$ cat src/rtl/sequenciador_exibicao.sv
// Plays the stored round sequence on the game LEDs: each entry is lit for T_ON
// cycles and then blanked for T_OFF cycles, and pronto pulses once at the end.
module sequenciador_exibicao #(
   parameter int ADDR_W        = 4,
   parameter int LED_W         = 8,
   parameter int CNT_W         = 16,
   parameter int T_ON_FACIL    = 1000,
   parameter int T_OFF_FACIL   = 500,
   parameter int T_ON_DIFICIL  = 500,
   parameter int T_OFF_DIFICIL = 250
) (
   input  logic              clock,
   input  logic              reset,
   input  logic              iniciar,
   input  logic              abortar,
   input  logic              dificuldade,
   input  logic [ADDR_W-1:0] limite,
   input  logic [LED_W-1:0]  mem_dado,
   output logic [ADDR_W-1:0] mem_endereco,
   output logic [LED_W-1:0]  leds,
   output logic              exibindo,
   output logic              pronto,
   output logic [3:0]        db_estado
);

   typedef enum logic [2:0] {
      OCIOSO  = 3'd0,
      CARREGA = 3'd1,
      ACENDE  = 3'd2,
      APAGA   = 3'd3,
      FIM     = 3'd4
   } estado_t;

   estado_t           estado, prox_estado;
   logic [CNT_W-1:0]  timer, prox_timer;
   logic [CNT_W-1:0]  t_on_fim, t_off_fim;
   logic [ADDR_W-1:0] prox_endereco, limite_reg, prox_limite;
   logic [LED_W-1:0]  prox_leds;
   logic              dif_reg, prox_dif;

   // Terminal counts come from the difficulty latched at start, not the live switch.
   assign t_on_fim  = dif_reg ? CNT_W'(T_ON_DIFICIL - 1)  : CNT_W'(T_ON_FACIL - 1);
   assign t_off_fim = dif_reg ? CNT_W'(T_OFF_DIFICIL - 1) : CNT_W'(T_OFF_FACIL - 1);

   always_ff @(posedge clock or negedge reset) begin
      if (!reset) begin
         estado       <= OCIOSO;
         timer        <= '0;
         mem_endereco <= '0;
         leds         <= '0;
         limite_reg   <= '0;
         dif_reg      <= 1'b0;
      end else begin
         estado       <= prox_estado;
         timer        <= prox_timer;
         mem_endereco <= prox_endereco;
         leds         <= prox_leds;
         limite_reg   <= prox_limite;
         dif_reg      <= prox_dif;
      end
   end

   always_comb begin
      prox_estado   = estado;
      prox_timer    = timer;
      prox_endereco = mem_endereco;
      prox_leds     = leds;
      prox_limite   = limite_reg;
      prox_dif      = dif_reg;

      case (estado)
         OCIOSO: begin
            if (iniciar) begin
               prox_limite   = limite;
               prox_dif      = dificuldade;
               prox_endereco = '0;
               prox_estado   = CARREGA;
            end
         end
         CARREGA: begin
            prox_leds   = mem_dado;
            prox_timer  = '0;
            prox_estado = ACENDE;
         end
         ACENDE: begin
            if (timer == t_on_fim) begin
               prox_leds   = '0;
               prox_timer  = '0;
               prox_estado = APAGA;
            end else begin
               prox_timer = timer + CNT_W'(1);
            end
         end
         APAGA: begin
            if (timer == t_off_fim) begin
               prox_timer = '0;
               // Stopping on equality keeps a full-depth limit from wrapping to 0.
               if (mem_endereco == limite_reg) begin
                  prox_estado = FIM;
               end else begin
                  prox_endereco = mem_endereco + ADDR_W'(1);
                  prox_estado   = CARREGA;
               end
            end else begin
               prox_timer = timer + CNT_W'(1);
            end
         end
         FIM: begin
            prox_estado = OCIOSO;
         end
         default: begin
            prox_estado = OCIOSO;
         end
      endcase

      // Abort overrides everything above, including a start in the same cycle.
      if (abortar) begin
         prox_estado   = OCIOSO;
         prox_leds     = '0;
         prox_timer    = '0;
         prox_endereco = mem_endereco;
         prox_limite   = limite_reg;
         prox_dif      = dif_reg;
      end
   end

   assign exibindo  = (estado != OCIOSO) && (estado != FIM);
   assign pronto    = (estado == FIM);
   assign db_estado = {1'b0, estado};

endmodule
$ cat config.mk
export PLATFORM = sky130hd
export DESIGN_NAME = sequenciador_exibicao
export DESIGN_NICKNAME = d
export VERILOG_FILES = /design/src/rtl/sequenciador_exibicao.sv
export SDC_FILE = /design/constraint.sdc
export NUM_CORES = 1
export LEC_CHECK = 0
export CAP_MARGIN = 20
export CELL_PAD_IN_SITES_DETAIL_PLACEMENT = 0
export CELL_PAD_IN_SITES_GLOBAL_PLACEMENT = 1
export CORE_MARGIN = 5
export CORE_UTILIZATION = 41
export DETAILED_ROUTE_END_ITERATION = 10
export GPL_TIMING_DRIVEN = 0
export PLACE_DENSITY = 0.75
export SLEW_MARGIN = 40
export SYNTH_ARGS = -nofsm -noshare
export SYNTH_HDL_FRONTEND = slang
export SYNTH_SLANG_ARGS = --single-unit
$ cat constraint.sdc
create_clock -name clock -period 2.4 [get_ports clock]
set_input_delay 0.24 -clock clock [delete_from_list [all_inputs] [get_ports clock]]
set_output_delay 0.24 -clock clock [all_outputs]
set_load 0.02 [all_outputs]
# == After elaboration in Yosys (flattened, before gate mapping) ==
# Index checks and enable logic that the tools add are counted.
# word_totals
out_inout_bits,18
ff_bits,36
elab_cells,52
in_bits,17
# classes
n_mux,19
n_eq_ne,14
n_reduce_logical,10
bitwise,1
addsub,2
# ops
cell,n
16-bit 2-to-1 mux,3
16-bit case mux with 3 select lines,1
"16-bit by 1-bit adder with 16-bit output, second input constant",1
16-bit by 10-bit equality test with 1-bit output,1
16-bit by 9-bit equality test with 1-bit output,1
8-bit 2-to-1 mux,2
8-bit case mux with 2 select lines,1
3-bit 2-to-1 mux,5
4-bit 2-to-1 mux,3
"3-bit inequality test, second input constant",4
3-bit case mux with 4 select lines,1
10-bit 2-to-1 mux,1
9-bit 2-to-1 mux,1
4-bit case mux with 2 select lines,1
"3-bit by 2-bit equality test with 1-bit output, second input constant",2
"2-bit inequality test, second input constant",3
3-bit AND reduction,2
3-bit nonzero test,2
5-bit AND reduction,1
"4-bit by 1-bit adder with 4-bit output, second input constant",1
4-bit equality test,1
4-bit nonzero test,1
"3-bit by 1-bit equality test with 1-bit output, second input constant",1
"3-bit equality test, second input constant",1
5 further kinds,5

# == Longest topological paths before layout ==
# Gate-level depths: netlist of the first run.
# logic_depth
word_depth,5
mapped_depth,7
mapped_depth_nobuf,6

# == Worst setup path before layout of the first run ==
# Ideal clock, no wire load.
# synth_path
kind,register to register
start,reg estado[0]
end,reg timer[5]
t_arrival_ps,1749
path_stages_with_launch,8
path_slack_ps,587
setup_time_ps,64
required_time_ps,2336
synth_period_minus_slack_ps,1813
n_path_buf,2
cell_sequence,dfrtp_1 > buf_2 > nor2_2 > o21ba_1 > buf_2 > or4_1 > a22oi_1 > a21o_1
# synth_between
elab_chain_cells,3
word_cells_on_any_way,6
cone_classes,eq/ne: 3; mux: 2; reduce/logical: 1
# synth_lines
item,line_no,rtl
"start, declared",34,"estado_t estado, prox_estado;"
"start signal, assigned",54,estado <= prox_estado;
3-bit by 2-bit equality test with 1-bit output or 3-bit by 1-bit equality test with 1-bit output (tied branches),71,case (estado)
16-bit case mux with 3 select lines,71,
16-bit 2-to-1 mux,117,if (abortar) begin
"end signal, assigned",55,timer <= prox_timer;
"end, declared",35,"logic [CNT_W-1:0] timer, prox_timer;"
# Several ways; a longest one is shown, not always the timed one.
# A chain may end at the register's enable or synchronous reset.

# == Worst setup path after layout of the first run ==
# layout_path
start,reg estado[2]
end,out pronto
# layout_between
elab_chain_cells,1
# layout_lines
item,line_no,rtl
3-bit equality test,128,assign pronto = (estado == FIM);
"end, declared",22,"output logic pronto,"
# Every way passes these cells.

==> results of run 1 <==
[cell usage after synthesis (all sizes together) (4+ instances only)]
cell type,count
clkbuf,4
mux2,6
o21ai,11
xor2,4
a21oi,4
nor3,7
a22o,10
nand4,5
o31ai,4
nand3,11
nor2,11
dfrtp,36
buf,7
xnor2,8
nand2,21
mux2i,5
[how the worst max path moves through the flow]
stage | start | to | depth (start not counted) | slack [ns]
final | estado[2] | pronto | 3 | 0.25
after global routing | timer[2] | timer[0] | 7 | 0.11
after CTS | estado[2] | pronto | 3 | 0.23
after detailed placement | abortar | timer[0] | 7 | 0.30
after global placement | reset | limite_reg[2] | 1 | 0.19
after floorplan | estado[0] | timer[5] | 7 | 0.59
[per-layer routing]
metal | track usage [%] | wire [um]
met5 | 0 | 0
met4 | 4.56 | 53
met3 | 3.62 | 263
met2 | 23.1 | 1970
met1 | 20.1 | 2170
[metrics by stage]
step / hold WS (ns) / cells / util, % / total power, W / area (um2)
floorplan: -0.0556 / 196 / - / 0.00144 / 2090
global placement: 0.488 / 299 / 49.8 / 0.00178 / 2510
detailed placement: 0.240 / 299 / 49.8 / 0.00179 / 2510
CTS: 0.474 / 307 / 51.5 / 0.00220 / 2600
global route: 0.510 / 307 / 51.5 / 0.00232 / 2600
finish: 0.452 / 307 / 51.5 / 0.00216 / 2600
[kinds of logic (layout without fill, tap and decap cells)]
| kind of cell | after synthesis | count (layout) | synth area share (%) |
|---|---|---|---|
| other | 1 | 1 | 0.179 |
| muxes | 11 | 11 | 5.62 |
| and+or+nand+nor | 75 | 75 | 20.9 |
| buffers and inverters | 12 | 53 | 4.12 |
| adders and majority gates | 2 | 2 | 1.19 |
| xor gates and xnor gates | 12 | 12 | 5.02 |
| DFF | 36 | 36 | 43.0 |
| AOI/OAI and AO/OA | 47 | 47 | 20.0 |
[placed cells by master, fill, tap and decap left out, types with 4 or more instances in the layout]
cell type,count
nand2_1,19
xor2_1,4
mux2i_1,5
nand4_1,5
clkbuf_8,5
o21ai_2,7
o21ai_0,4
clkdlybuf4s50_1,32
nor2_1,10
nor3_1,7
dfrtp_1,36
nand3_1,11
xnor2_1,8
mux2_2,6
a22o_1,10
[where the power goes]
group | switching, W | internal [W] | total (W)
logic | 0.000488 | 0.000431 | 0.000919
clock network | 0.000206 | 0.000197 | 0.000403
registers | 0.000107 | 0.000737 | 0.000843
total | 0.000800 | 0.00136 | 0.00216
[layout make-up]
type | count | area [um2]
Sequential cell | 36 | 901
Timing Repair Buffer | 34 | 338
Tap cell | 70 | 87.6
Fill cell | 489 | 2440
Multi-Input combinational cell | 148 | 1110
Clock inverter | 1 | 5.00
Inverter | 1 | 3.75
Clock buffer | 6 | 72.6
Buffer | 11 | 82.6
[worst register-to-register path: cells and delay by family (launching register included)]
family	cells	cell delay, ns
and+or+nand+nor	2	0.56
buffers and inverters	2	0.30
DFF	1	0.37
AOI/OAI and AO/OA	2	0.61
muxes	1	0.08
==> metrics.yaml, run 1 <==
cts:
  clk_pin_slew_worst_paths_ns: 0.07
  clock_latency_ns: 0.29
  cts_tree: "built"
  root_buffer: "clkbuf_8"
  cts_hold_buf: 1
  clk_path_buf_depth: 2
  cts_sinks: 36
  postCtsSetupRepairBufs: 0
  cts_buffers: 5
  cts-resized-gates: 0
  h-tree-depth: 2
worst_hold_path:
  hp-class: "in2async"
worst_setup_path:
  start_kind: "register"
  cp_top_family: "buffers and inverters"
  critical_path_class: "reg2out"
  cp_data_required_time_ns: 2.16
  worst_path_largest_cell_delay_ns: 0.60
  crit_path_end_kind: "output port"
  cp.arrival_ns: 1.91
  r2r-end: "timer[0]"
  path_buf_inv: 2
  crit_slowest_cell: "clkdlybuf4s50_1"
  crit_chain: "clkbuf_1, and2_1, clkdlybuf4s50_1"
  reg2reg_from: "timer[2]"
  ff2ff_path_depth: 7
  crit_fanout: 10
  rrSetupSlack_ns: 0.33
sta:
  fmax_mhz: 465
  worst_pin_slew_ns: 0.712
  setup_tns_ns: 0
  final-hold-violation-count: 0
  max_slew_margin_pct: 52.1
  finalCriticalPeriod_ns: 2.15
  setup_violations: 0
  rsz0062_at_grt: "no"
  finalMaxSlewViolations: 0
  setup_slack_ns: 0.250
  fin_worst_skew_ns: 0.00870
  min_period_over_period_pct: 89.6
detailed_routing:
  firstDrtPassIters: 4
  drc: 0
  wl_mm: 4.45
  postRouteAntennaNets: 0
  wl_per_cell_um: 14.5
  via_per_inst: 5.17
  vias: 1587
  first_iter_violations: 59
floorplan:
  chipHeight_um: 81.5
  core_area_um2: 5040
  start_util_pct: 41.5
  num_io_pins: 35
  fp.dieW_um: 81.5
  dieArea_um2: 6640
  num_rows: 26
global_routing:
  grt_pass1_vias: 1577
  grt_max_degree: 37
  antenna_found_initial: 0
  grt_pass1_wl_mm: 7.62
  grt_overflow: 0
  gr-usage-all-layers_pct: 14.8
layout:
  areaGrowthSynthToFinish_pct: 24.0
  top_register: "timer"
  diodes: 0
  largest_register_ffs: 16
  nets: 256
  drive_above_1_share_pct: 20.3
  reg_top3: "timer: 16 flops, leds: 8 flops"
placement:
  place_ws_ns: 0.296
  gp_congestion: 0.830
  io_buffers: 33
  dp_hpwl_mm: 3.29
synthesis:
  async_flop_share_pct: 100
  synth_cells: 196
  yosys_warnings: 0
  ys_seq_area_share_pct: 43.0
  ys_top_cells_by_area: "dfrtp_1 43%, a22o_1 4.2%, nand2_1 3.4%"
  syn_area_um2: 2090
  synth_ff_type: "dfrtp_1"
  ys_seq_elements: 36
  synth_edf_count: 0
  yosys.area.top_type_share_pct: 43.0
  synth_area_leader_cell: "dfrtp_1"
  synth_nets: 215
  yosys.cell_types.count: 59
  syn_area_per_cell_um2: 10.7
job:
  cap_viol_max_count: 0
power_and_ir_drop:
  p_leak_nw: 1.11
  p_per_area_nw_per_um2: 833
  ir_drop_uv: 441
status:
  status: "complete, no violations"
Power figures use the tool's default switching activity.
==> run 2: changes to the inputs <==
CTS_CLUSTER_DIAMETER = 120   (was default)
clock period = 2.15 ns   (was 2.4 ns; I/O delays follow)
==> run 2 against run 1 <==
  * Die area unchanged
  * Sequential share of layout area fell by 0.28 points
  * Sequential power is 12% higher
  * Via count grew 0.32%
  * Register-to-register slack worse by 0.10 ns
  * Setup slack got worse by 0.16 ns
  * Core utilization up 0.42 points
  * Critical path depth up 1
  * Global-route usage stayed put
  * Critical path type unchanged
==> metrics.yaml, run 2 (synthesis results as in run 1) <==
layout:
  final_cell_mix: "36 x dfrtp_1, 32 x clkdlybuf4s50_1, 19 x nand2_1"
  drive_above_1_share_pct: 21.4  # +1.2 points
  diodes: 0  # unchanged
  regArea_um2: 901  # unchanged
  areaGrowthSynthToFinish_pct: 25.0
  final_util_pct: 51.9  # +0.42 points
  multi_input_area_um2: 1120  # +1.1%
  reg_top3: "timer: 16 flops, leds: 8 flops"
  n_fill_cell: 484  # -1.0%
  stdcell_area_um2: 2620  # +0.82%
  largest_register_ffs: 16  # unchanged
  final_common_cell: "dfrtp_1"
  nets: 257  # +0.39%
  top_register: "timer"
worst_setup_path:
  worst_path_largest_cell_delay_ns: 0.60  # about the same
  crit_slowest_cell: "clkdlybuf4s50_1"
  rrSetupSlack_ns: 0.23  # -0.10 ns
  reg2reg_from: "timer[10]"
  start_kind: "register"
  cp-endpoint: "pronto"
  ff2ff_path_depth: 7  # unchanged
  cp_top_family: "buffers and inverters"
  cp_data_required_time_ns: 1.93  # -0.23 ns
  path_buf_inv: 2  # unchanged
  crit_path_end_kind: "output port"
  crit_start: "estado[0]"
  r2r-end: "timer[0]"
  critical_path_class: "reg2out"
  crit_fanout: 7  # -3
  cp.depth: 4  # +1
  crit_chain: "buf_2, nor2_2, and2_1, clkdlybuf4s50_1"
  cp.arrival_ns: 1.85  # -0.06 ns
sta:
  finalMaxSlewViolations: 0  # unchanged
  max_slew_margin_pct: 52.0  # -0.088 points
  setup_tns_ns: 0  # unchanged
  worst_pin_slew_ns: 0.714  # +0.00131 ns
  fmax_mhz: 485
  rsz0062_at_grt: "no"
  min_period_over_period_pct: 95.9
  fin_worst_skew_ns: 0.00938  # +0.000683 ns
  holdWs_ns: 0.429  # -0.0233 ns
  setup_violations: 0  # unchanged
  finalCriticalPeriod_ns: 2.06
  final-hold-violation-count: 0  # unchanged
floorplan:
  start_util_pct: 41.5  # unchanged
  num_rows: 26  # unchanged
  chipHeight_um: 81.5  # unchanged
  core_area_um2: 5040  # unchanged
  dieArea_um2: 6640  # unchanged
  fp.dieW_um: 81.5  # unchanged
  num_io_pins: 35  # unchanged
placement:
  io_buffers: 33  # unchanged
  gp_congestion: 0.830  # unchanged
  dpl-instance-area_um2: 2510  # unchanged
  dp_hpwl_mm: 3.29  # unchanged
cts:
  cts_tree: "built"
  cts_sinks: 36  # unchanged
  root_buffer: "clkbuf_8"
  clk_path_buf_depth: 2  # unchanged
  cts_buffers: 5  # unchanged
  clk_pin_slew_worst_paths_ns: 0.07  # about the same
  h-tree-depth: 2  # unchanged
  clock_latency_ns: 0.29  # about the same
power_and_ir_drop:
  p_leak_nw: 1.13  # +1.3%
  p_per_area_nw_per_um2: 926  # +11%
  ir_drop_uv: 491  # +11%
global_routing:
  grt_pass1_vias: 1577  # unchanged
  grt_pass1_wl_mm: 7.62  # unchanged
  grt_max_degree: 37  # unchanged
  grt_overflow: 0  # unchanged
  gr-usage-all-layers_pct: 14.8  # unchanged
  antenna_found_initial: 0  # unchanged
detailed_routing:
  via_per_inst: 5.17  # about the same
  firstDrtPassIters: 4  # unchanged
  wl_per_cell_um: 14.5  # -0.17%
  postRouteAntennaNets: 0  # unchanged
  vias: 1592  # +0.32%
  first_iter_violations: 56  # -5.1%
  wl_mm: 4.46  # +0.16%
  drc: 0  # unchanged
job:
  cap_viol_max_count: 0  # unchanged
worst_hold_path:
  hp-class: "in2async"
status:
  status: "complete, no violations"
run 2: worst min path at each step:
stage                          to  slack, ns  cells after the start
after floorplan           dif_reg      -0.08                      0
after global placement    leds[2]       0.49                      1
after detailed placement  leds[4]       0.21                      1
after CTS                 leds[0]       0.45                      2
after global routing      leds[4]       0.48                      2
final                     leds[4]       0.43                      2
run 2: stage by stage:
stage,cells,total power (W),setup WS [ns]
3_3_place_gp,299,0.00199,-0.0370
5_1_grt,308,0.00259,0.0223
4_1_cts,307,0.00245,0.00875
3_5_place_dp,299,0.00199,0.0714
2_1_floorplan,196,0.00160,0.337
6_report,308,0.00243,0.0881
run 2: area by class of cell:
cell class / count / area share (%)
clock inverters: 1 / 0.191
well taps: 70 / 3.34
flip-flops and latches: 36 / 34.4
inverters: 1 / 0.143
plain buffers: 11 / 3.20
clock buffers: 6 / 2.77
repair buffers: 35 / 13.2
multi-input cells: 148 / 42.8
run 2: what timing repair did:
item	in CTS	in global routing
setup endpoints to repair	0	13
setup buffers	0	1
hold buffers	1	0
hold endpoints to repair	36	0
gates resized for setup	0	4
run 2: metal layers:
layer	track usage (%)	part of all wire, %
met5	0	0
met4	4.56	1.2
met3	3.62	5.9
met2	23.1	44
met1	20.1	48
run 2: where the power goes:
| group | internal [W] | switching (W) | leakage (nW) |
|---|---|---|---|
| combinational | 0.000488 | 0.000547 | 0.601 |
| clock | 0.000220 | 0.000229 | 0.0410 |
| sequential | 0.000822 | 0.000119 | 0.486 |
| total | 0.00153 | 0.000896 | 1.13 |
==> run 3: changes to the inputs <==
clock period = 1.9 ns   (was 2.15 ns; I/O delays follow)
==> run 3 against run 2 <==
  * Critical path depth up 2
  * Core utilization up 3.2 points
  * Clock power up 13%
  * Final area up 6.1%
  * Clock-buffer cell count unchanged
  * Critical endpoint is now timer[9]
  * First-iteration DRC count down 7.1%
  * Final cell count up 3.2%
  * Total power up 18%
  * Via count up 2.8%
  * Combinational power up 23%
  * Largest cell class unchanged
  * Sequential share of layout area down 1.8 points
  * Register-to-register slack worse by 0.15 ns
==> metrics.yaml, run 3 (synthesis results as in run 1) <==
status:
  status: "complete, no violations"
power_and_ir_drop:
  power.total_w: 0.00285  # +18%
  p_per_area_nw_per_um2: 1030  # +11%
  p_leak_nw: 1.21  # +7.1%
  ir_drop_uv: 559  # +14%
layout:
  final_util_pct: 55.1  # +3.2 points
  areaGrowthSynthToFinish_pct: 32.6
  final_common_cell: "dfrtp_1"
  final_cell_mix: "32 x dfrtp_1, 30 x clkdlybuf4s50_1, 19 x nand2_1"
  n_fill_cell: 473  # -2.3%
  nets: 267  # +3.9%
  top_register: "timer"
  drive_above_1_share_pct: 27.8  # +6.4 points
  stdcell_count: 318  # +3.2%
  largest_register_ffs: 16  # unchanged
  reg_top3: "timer: 16 flops, leds: 8 flops"
  stdcell_area_um2: 2780  # +6.1%
  diodes: 0  # unchanged
worst_hold_path:
  hp-class: "in2async"
global_routing:
  grt_overflow: 0  # unchanged
  antenna_found_initial: 0  # unchanged
  grt_pass1_vias: 1605  # +1.8%
  grt_max_degree: 37  # unchanged
  gr-usage-all-layers_pct: 15.0  # +0.26 points
  grt_pass1_wl_mm: 7.76  # +1.9%
sta:
  min_period_over_period_pct: 95.7
  fmax_mhz: 550
  setup_slack_ns: 0.0812  # -0.00687 ns
  fin_worst_skew_ns: 0.00751  # -0.00187 ns
  finalCriticalPeriod_ns: 1.82
  finalMaxSlewViolations: 0  # unchanged
  final-hold-violation-count: 0  # unchanged
  worst_pin_slew_ns: 0.709  # -0.00429 ns
  setup_violations: 0  # unchanged
  max_slew_margin_pct: 52.3  # +0.29 points
  rsz0062_at_grt: "yes"
worst_setup_path:
  cp.arrival_ns: 1.99  # +0.14 ns
  ff2ff_path_depth: 6  # -1
  crit_path_end_kind: "register"
  r2r-end: "timer[9]"
  start_kind: "register"
  reg2reg_from: "timer[15]"
  rrSetupSlack_ns: 0.08  # -0.15 ns
  crit_start: "timer[15]"
  cp_data_required_time_ns: 2.07  # +0.14 ns
  crit_fanout: 5  # -2
  critical_path_class: "reg2reg"
detailed_routing:
  drc: 0  # unchanged
  via_per_inst: 5.14  # -0.47%
  postRouteAntennaNets: 0  # unchanged
  wl_per_cell_um: 14.7  # +1.6%
  vias: 1636  # +2.8%
  firstDrtPassIters: 4  # unchanged
  first_iter_violations: 52  # -7.1%
  wl_mm: 4.68  # +4.9%
cts:
  clk_path_buf_depth: 2  # unchanged
  clock_latency_ns: 0.28  # about the same
  cts_buffers: 5  # unchanged
  root_buffer: "clkbuf_8"
  h-tree-depth: 2  # unchanged
  cts_sinks: 36  # unchanged
  cts_tree: "built"
  clk_pin_slew_worst_paths_ns: 0.07  # about the same
placement:
  dpl-instance-area_um2: 2510  # unchanged
  gp_congestion: 0.830  # unchanged
  place_ws_ns: -0.176  # -0.247 ns
  dp_hpwl_mm: 3.29  # unchanged
  placed_cells: 299  # unchanged
  io_buffers: 33  # unchanged
floorplan:
  num_rows: 26  # unchanged
  dieArea_um2: 6640  # unchanged
  fp.dieW_um: 81.5  # unchanged
  chipHeight_um: 81.5  # unchanged
  core_area_um2: 5040  # unchanged
  start_util_pct: 41.5  # unchanged
  num_io_pins: 35  # unchanged
job:
  cap_viol_max_count: 0  # unchanged
## run 3: layer usage
layer	vias to the layer above	GRT usage, %	routed length (um)
met3	5	3.62	286
met2	35	23.9	2080
met1	768	20.2	2260
met5	-	0	0
met4	0	4.56	51
li1	828	-	-
## run 3: worst max path at each step
stage,endpoint,slack [ns],cells after the start
after floorplan,timer[5],0.09,7
after global placement,limite_reg[2],-0.26,1
after detailed placement,timer[0],-0.18,7
after CTS,timer[9],-0.007,7
after global routing,timer[9],-0.03,6
final,timer[9],0.08,6
## run 3: final cells by class
cell class / count / area (um2) / share of cell area (%)
clock inverter: 1 / 5.00 / 0.180
sequential: 36 / 906 / 32.6
clock buffer: 6 / 72.6 / 2.61
inverter: 1 / 3.75 / 0.135
multi-input combinational: 148 / 1170 / 42.0
tap: 70 / 87.6 / 3.15
buffer: 10 / 88.8 / 3.20
timing repair buffer: 46 / 448 / 16.1
## run 3: power breakdown
part | total [W] | switching, W | internal, W | leakage (nW)
combinational | 0.00127 | 0.000650 | 0.000622 | 0.687
sequential | 0.00107 | 0.000141 | 0.000933 | 0.479
clock | 0.000506 | 0.000257 | 0.000249 | 0.0410
total | 0.00285 | 0.00105 | 0.00180 | 1.21
## run 3: repair_timing
action                                  CTS  global route
pin swaps                                 4            16
endpoints found under the hold margin    36             0
endpoints found under the setup margin   27            26
buffers inserted                          8             3
cloned                                    0             1
gates resized for setup                   5            21
hold buffers                              1             0
## run 3: worst max-delay path: stages (launching register included)
cell       delay (ns)
dfrtp_1          0.43
nor4_4           0.33
nand2_4          0.11
o31ai_4          0.35
buf_4            0.17
a2111oi_2        0.05
a221o_1          0.25
## run 3: metrics by stage
stage,setup TNS [ns],hold WS (ns)
finish,0,0.403
global route,-0.0809,0.459
CTS,-0.00731,0.424
detailed placement,-1.55,0.190
global placement,-11.23,0.488
floorplan,0,-0.106
